### config.mk
export PLATFORM = sky130hd
export DESIGN_NAME = beat_sequencer
export DESIGN_NICKNAME = d
export VERILOG_FILES = /design/src/rtl/beat_sequencer.sv
export SDC_FILE = /design/constraint.sdc
export NUM_CORES = 1
export LEC_CHECK = 0
export ABC_AREA = 1
export CAP_MARGIN = 20
export CORE_UTILIZATION = 37
export CTS_CLUSTER_DIAMETER = 200
export CTS_CLUSTER_SIZE = 25
export DETAILED_ROUTE_END_ITERATION = 7
export GPL_ROUTABILITY_DRIVEN = 1
export GPL_TIMING_DRIVEN = 0
export PLACE_DENSITY = 0.6
export SLEW_MARGIN = 30
export SYNTH_ARGS = -nofsm -noshare
export SYNTH_HDL_FRONTEND = slang
export SYNTH_SLANG_ARGS = --single-unit
export TNS_END_PERCENT = 30
### constraint.sdc
create_clock -name clk -period 3.1 [get_ports clk]
set_clock_uncertainty 0.05 [all_clocks]
set_input_delay 0.62 -clock clk [delete_from_list [all_inputs] [get_ports clk]]
set_output_delay 0.62 -clock clk [all_outputs]
set_load 0.02 [all_outputs]
### src/rtl/beat_sequencer.sv
// Machine-cycle timing generator: one-hot beats w1..w3, each split into phases t1..t3,
// with short/long/stop shaping of the instruction and run/single-step control.
//
// state  | meaning
// -------+---------------------------------------------------------------
// S_IDLE | halted, all beat/phase outputs low, waiting for a qd rising edge
// S_RUN  | stepping phases t1->t2->t3, beat decision taken on every t3
module beat_sequencer #(
    parameter int CNT_W = 16
) (
    input  logic             clk,
    input  logic             clr,
    input  logic             qd,
    input  logic             step,
    input  logic             short,
    input  logic             long,
    input  logic             stop,
    output logic             t1,
    output logic             t2,
    output logic             t3,
    output logic             w1,
    output logic             w2,
    output logic             w3,
    output logic             running,
    output logic [CNT_W-1:0] icount
);

    typedef enum logic {
        S_IDLE = 1'b0,
        S_RUN  = 1'b1
    } state_t;

    localparam logic [1:0] PH_NONE = 2'd0;
    localparam logic [1:0] PH_1    = 2'd1;
    localparam logic [1:0] PH_3    = 2'd3;
    localparam logic [1:0] BT_NONE = 2'd0;
    localparam logic [1:0] BT_1    = 2'd1;
    localparam logic [1:0] BT_2    = 2'd2;
    localparam logic [1:0] BT_3    = 2'd3;

    state_t     state, state_nxt;
    logic [1:0] phase, phase_nxt;
    logic [1:0] beat, beat_nxt;
    logic       qd_d;
    logic       qd_rise;
    logic       beat_final;
    logic       count_en;

    assign qd_rise = qd & ~qd_d;

    // short wins over long in w1 simply because long is only looked at in w2
    assign beat_final = ((beat == BT_1) & short)
                      | ((beat == BT_2) & ~long)
                      |  (beat == BT_3);

    always_ff @(posedge clk) begin
        if (clr) begin
            state  <= S_IDLE;
            phase  <= PH_NONE;
            beat   <= BT_NONE;
            qd_d   <= 1'b0;
            icount <= '0;
        end else begin
            state <= state_nxt;
            phase <= phase_nxt;
            beat  <= beat_nxt;
            qd_d  <= qd;
            if (count_en) begin
                icount <= icount + CNT_W'(1);
            end
        end
    end

    always_comb begin
        state_nxt = state;
        phase_nxt = phase;
        beat_nxt  = beat;
        count_en  = 1'b0;
        case (state)
            S_IDLE: begin
                phase_nxt = PH_NONE;
                beat_nxt  = BT_NONE;
                if (qd_rise) begin
                    state_nxt = S_RUN;
                    phase_nxt = PH_1;
                    beat_nxt  = BT_1;
                end
            end
            S_RUN: begin
                if (phase != PH_3) begin
                    phase_nxt = phase + 2'd1;
                end else if (stop) begin
                    state_nxt = S_IDLE;
                    phase_nxt = PH_NONE;
                    beat_nxt  = BT_NONE;
                end else if (beat_final) begin
                    count_en = 1'b1;
                    if (step) begin
                        state_nxt = S_IDLE;
                        phase_nxt = PH_NONE;
                        beat_nxt  = BT_NONE;
                    end else begin
                        phase_nxt = PH_1;
                        beat_nxt  = BT_1;
                    end
                end else begin
                    phase_nxt = PH_1;
                    beat_nxt  = beat + 2'd1;
                end
            end
            default: begin
                state_nxt = S_IDLE;
                phase_nxt = PH_NONE;
                beat_nxt  = BT_NONE;
            end
        endcase
    end

    // Decoded purely from registers; phase/beat are forced to 0 whenever idle.
    always_comb begin
        running = (state == S_RUN);
        t1      = (phase == 2'd1);
        t2      = (phase == 2'd2);
        t3      = (phase == 2'd3);
        w1      = (beat == BT_1);
        w2      = (beat == BT_2);
        w3      = (beat == BT_3);
    end

endmodule
==> out/results.ini <==
[outcome]
run_status=completed

[cells_and_area]
register_area_um2=440
finalNonFillerCells=261
nNetsFinal=233
drive_above_1_share=0.0737
multiInputGateArea_um2=656
num-fill-cells=346
antenna_cells=0
layout.core_utilization=0.512
areaGrowthSynthToFinish_pct=28.8

[setup_path]
crit_slowest_cell=clkdlybuf4s50_1
worst-endpoint-required_ns=2.43
cp_max_fo=3
path_class=reg -> out
worstPathCellList=inv_1, ha_1, clkdlybuf4s50_1
regToRegSetupSlack_ns=1.44
worst_setup_path_startpoint=beat[0]
cp_data_arrival_time_ns=1.55
crit_path_end=w2
ff2ff_path_depth=9
worst_setup_path_start_kind=flop
crit-reg2reg-launch=beat[0]
r2r-end=icount[4]
worst_path_largest_cell_delay_ns=0.61
timing.critical_path.to_type=output port

[die]
floorplan.die.width_um=60.0
initial_core_util=0.398
io-pin-count=30
core_area_mm2=0.00313
dieArea_mm2=0.00360
placementRows=20
die-height_um=60.0

[clock_tree]
path_clk_slew_ns=0.13
cts_buffer_depth=2
post_cts.repair.setup_buffers=0
cts_max_level=1
post_cts_resized=0
clock_latency_ns=0.30
numCtsBuffers=3
root_buffer=clkbuf_4
cts_tree=yes
num_clock_sinks=22
post_cts_hold_buffer_count=0

[pwr]
power-per-cell-area_mw_per_mm2=297
peakVddDrop_v=0.000123
p_switching_w=0.000118
leakage_nw=0.672
share_comb_of_total_power=0.115
internal_power_w=0.000358
fin_total_pwr_w=0.000476
power.clock.fraction=0.270
power.switching_fraction=0.248
share_seq_of_total_power=0.614

[logic_synthesis]
main_combinational_cell_family_by_area_after_synthesis=simple AND/OR/NAND/NOR gates
synthAdderAreaFrac=0.0704
synth_largest_type_area_fraction=0.354
synth_sequential_area_ratio=0.354
synth_simple_gate_area_frac=0.379
yosysUniqueCellTypes=22
synth-compound-area-share=0.0704
yosys.area_share.xor_xnor=0.00704
synth.area.mux_share=0
netlist_top_cells_count=40 x nand2_1, 37 x inv_1, 26 x nor2_1
post-synth-top-area-cell=dfxtp_1
post_synth_main_area_contributors=dfxtp_1 35%, nand2_1 12%, inv_1 11%
synth_area_mm2=0.00124
synth-main-ff-cell=dfxtp_1
avgSynthCellArea_um2=6.69
synth.ff_latch_count=22
synthesis.instances=186
yosys.cell_count.top_type=nand2_1
count_of_flip_flops_with_a_built_in_enable_after_synthesis=0
synth_warnings=0
synth-async-reset-ratio=0
mappedNetlistNets=200

[sta]
rsz0062_at_grt=false
top_achievable_clock_speed_mhz=450
worst_slew_margin_rel=0.731
finalSetupViolations=0
final_hold_viol_count=0
drv_slew=0
setup_slack_ns=0.878
finalCriticalPeriod_ns=2.22
final.setup.tns_ns=0
min_period_over_period=0.717
worst-slew-pin-transition_ns=0.404

[drt]
antenna_left=0
totalWireLength_um=2640
initialDrtViolationCount=32
count_of_vias_placed_by_the_detailed_router=1175
routed_length_per_placed_instance_um=10.1
post_drt_via_cell_ratio=4.50
drt_first_pass_iters=4
drc=0

[run]
cap_viol_max_count=0

[placement]
place_worst_setup_slack_ns=0.973
dp.cells=258
io_buffers=28
gp_congestion=0.822
dp_hpwl_um=2100

[worst_hold_path]
min_path_cells=2
hp-class=reg -> reg

[global_route]
globalRoute.totalOverflow=0
antenna_found_initial=0
grt_pass1_wl_um=4440
grt_max_degree=12
number_of_global_route_vias_before_repair=1082
global_route.usage.total=0.161

[stage by stage]
step                hold slack (ns)  cell area (µm²)
global route                  0.493             1600
finish                        0.460             1600
global placement              0.429             1580
detailed placement            0.435             1580
CTS                           0.465             1600
floorplan                     0.426             1240
[cell usage in the layout, fill, tap and decap left out, drive strengths merged, types with 3 or more instances in the layout]
master         count
nand4              7
clkbuf             4
o21ai             10
inv               37
clkdlybuf4s50     28
nand2             43
dfxtp             22
a21oi              6
nor3               3
nor2              33
ha                 7
nand3             12
[power by group through the flow]
stage / logic (W) / clock network (W) / registers [W]
6_report: 0.0000549 / 0.000129 / 0.000293
3_5_place_dp: 0.0000553 / 0 / 0.000299
2_1_floorplan: 0.0000331 / 0 / 0.000300
4_1_cts: 0.0000556 / 0.000137 / 0.000293
5_1_grt: 0.0000624 / 0.000148 / 0.000294
3_3_place_gp: 0.0000541 / 0 / 0.000299
[worst min path at each step]
stage	from	end	slack [ns]
after floorplan	beat[1]	beat[1]	0.43
after global placement	icount[8]	icount[8]	0.43
after detailed placement	icount[8]	icount[8]	0.44
after CTS	icount[5]	icount[5]	0.46
after global routing	icount[5]	icount[5]	0.49
final	icount[5]	icount[5]	0.46
[per-layer routing]
layer	GRT usage	vias to the layer above	share of wire
met2	0.287	21	0.48
met4	0.0532	0	0.0072
met1	0.196	514	0.48
li1	-	638	-
met3	0.0238	2	0.033
met5	0	-	0
[cells by family after synthesis]
logic type	after synthesis
adder cells (fa/ha/maj)	7
AND/OR/NAND/NOR	100
buffers and inverters	39
AO/OA/AOI/OAI	17
flip-flops	22
XOR/XNOR	1
[sequential cells by signal, summed over array words and instances (netlist names)]
name / flops
phase: 2
qd_d: 1
beat: 2
running: 1
icount: 16
[critical path, delay by kind of cell (launching register included)]
| kind | cells | cell delay, ns |
|---|---|---|
| flops | 1 | 0.35 |
| buf+inv | 2 | 0.71 |
| fa+ha+maj | 1 | 0.20 |
[final cells by class]
type	instances	share of cell area
clock buffers	3	0.0141
well taps	44	0.0344
flip-flops and latches	22	0.275
plain buffers	2	0.00547
repair buffers	28	0.175
multi-input cells	125	0.409
inverters	37	0.0867
No activity file was read; power rests on OpenSTA's default activity.
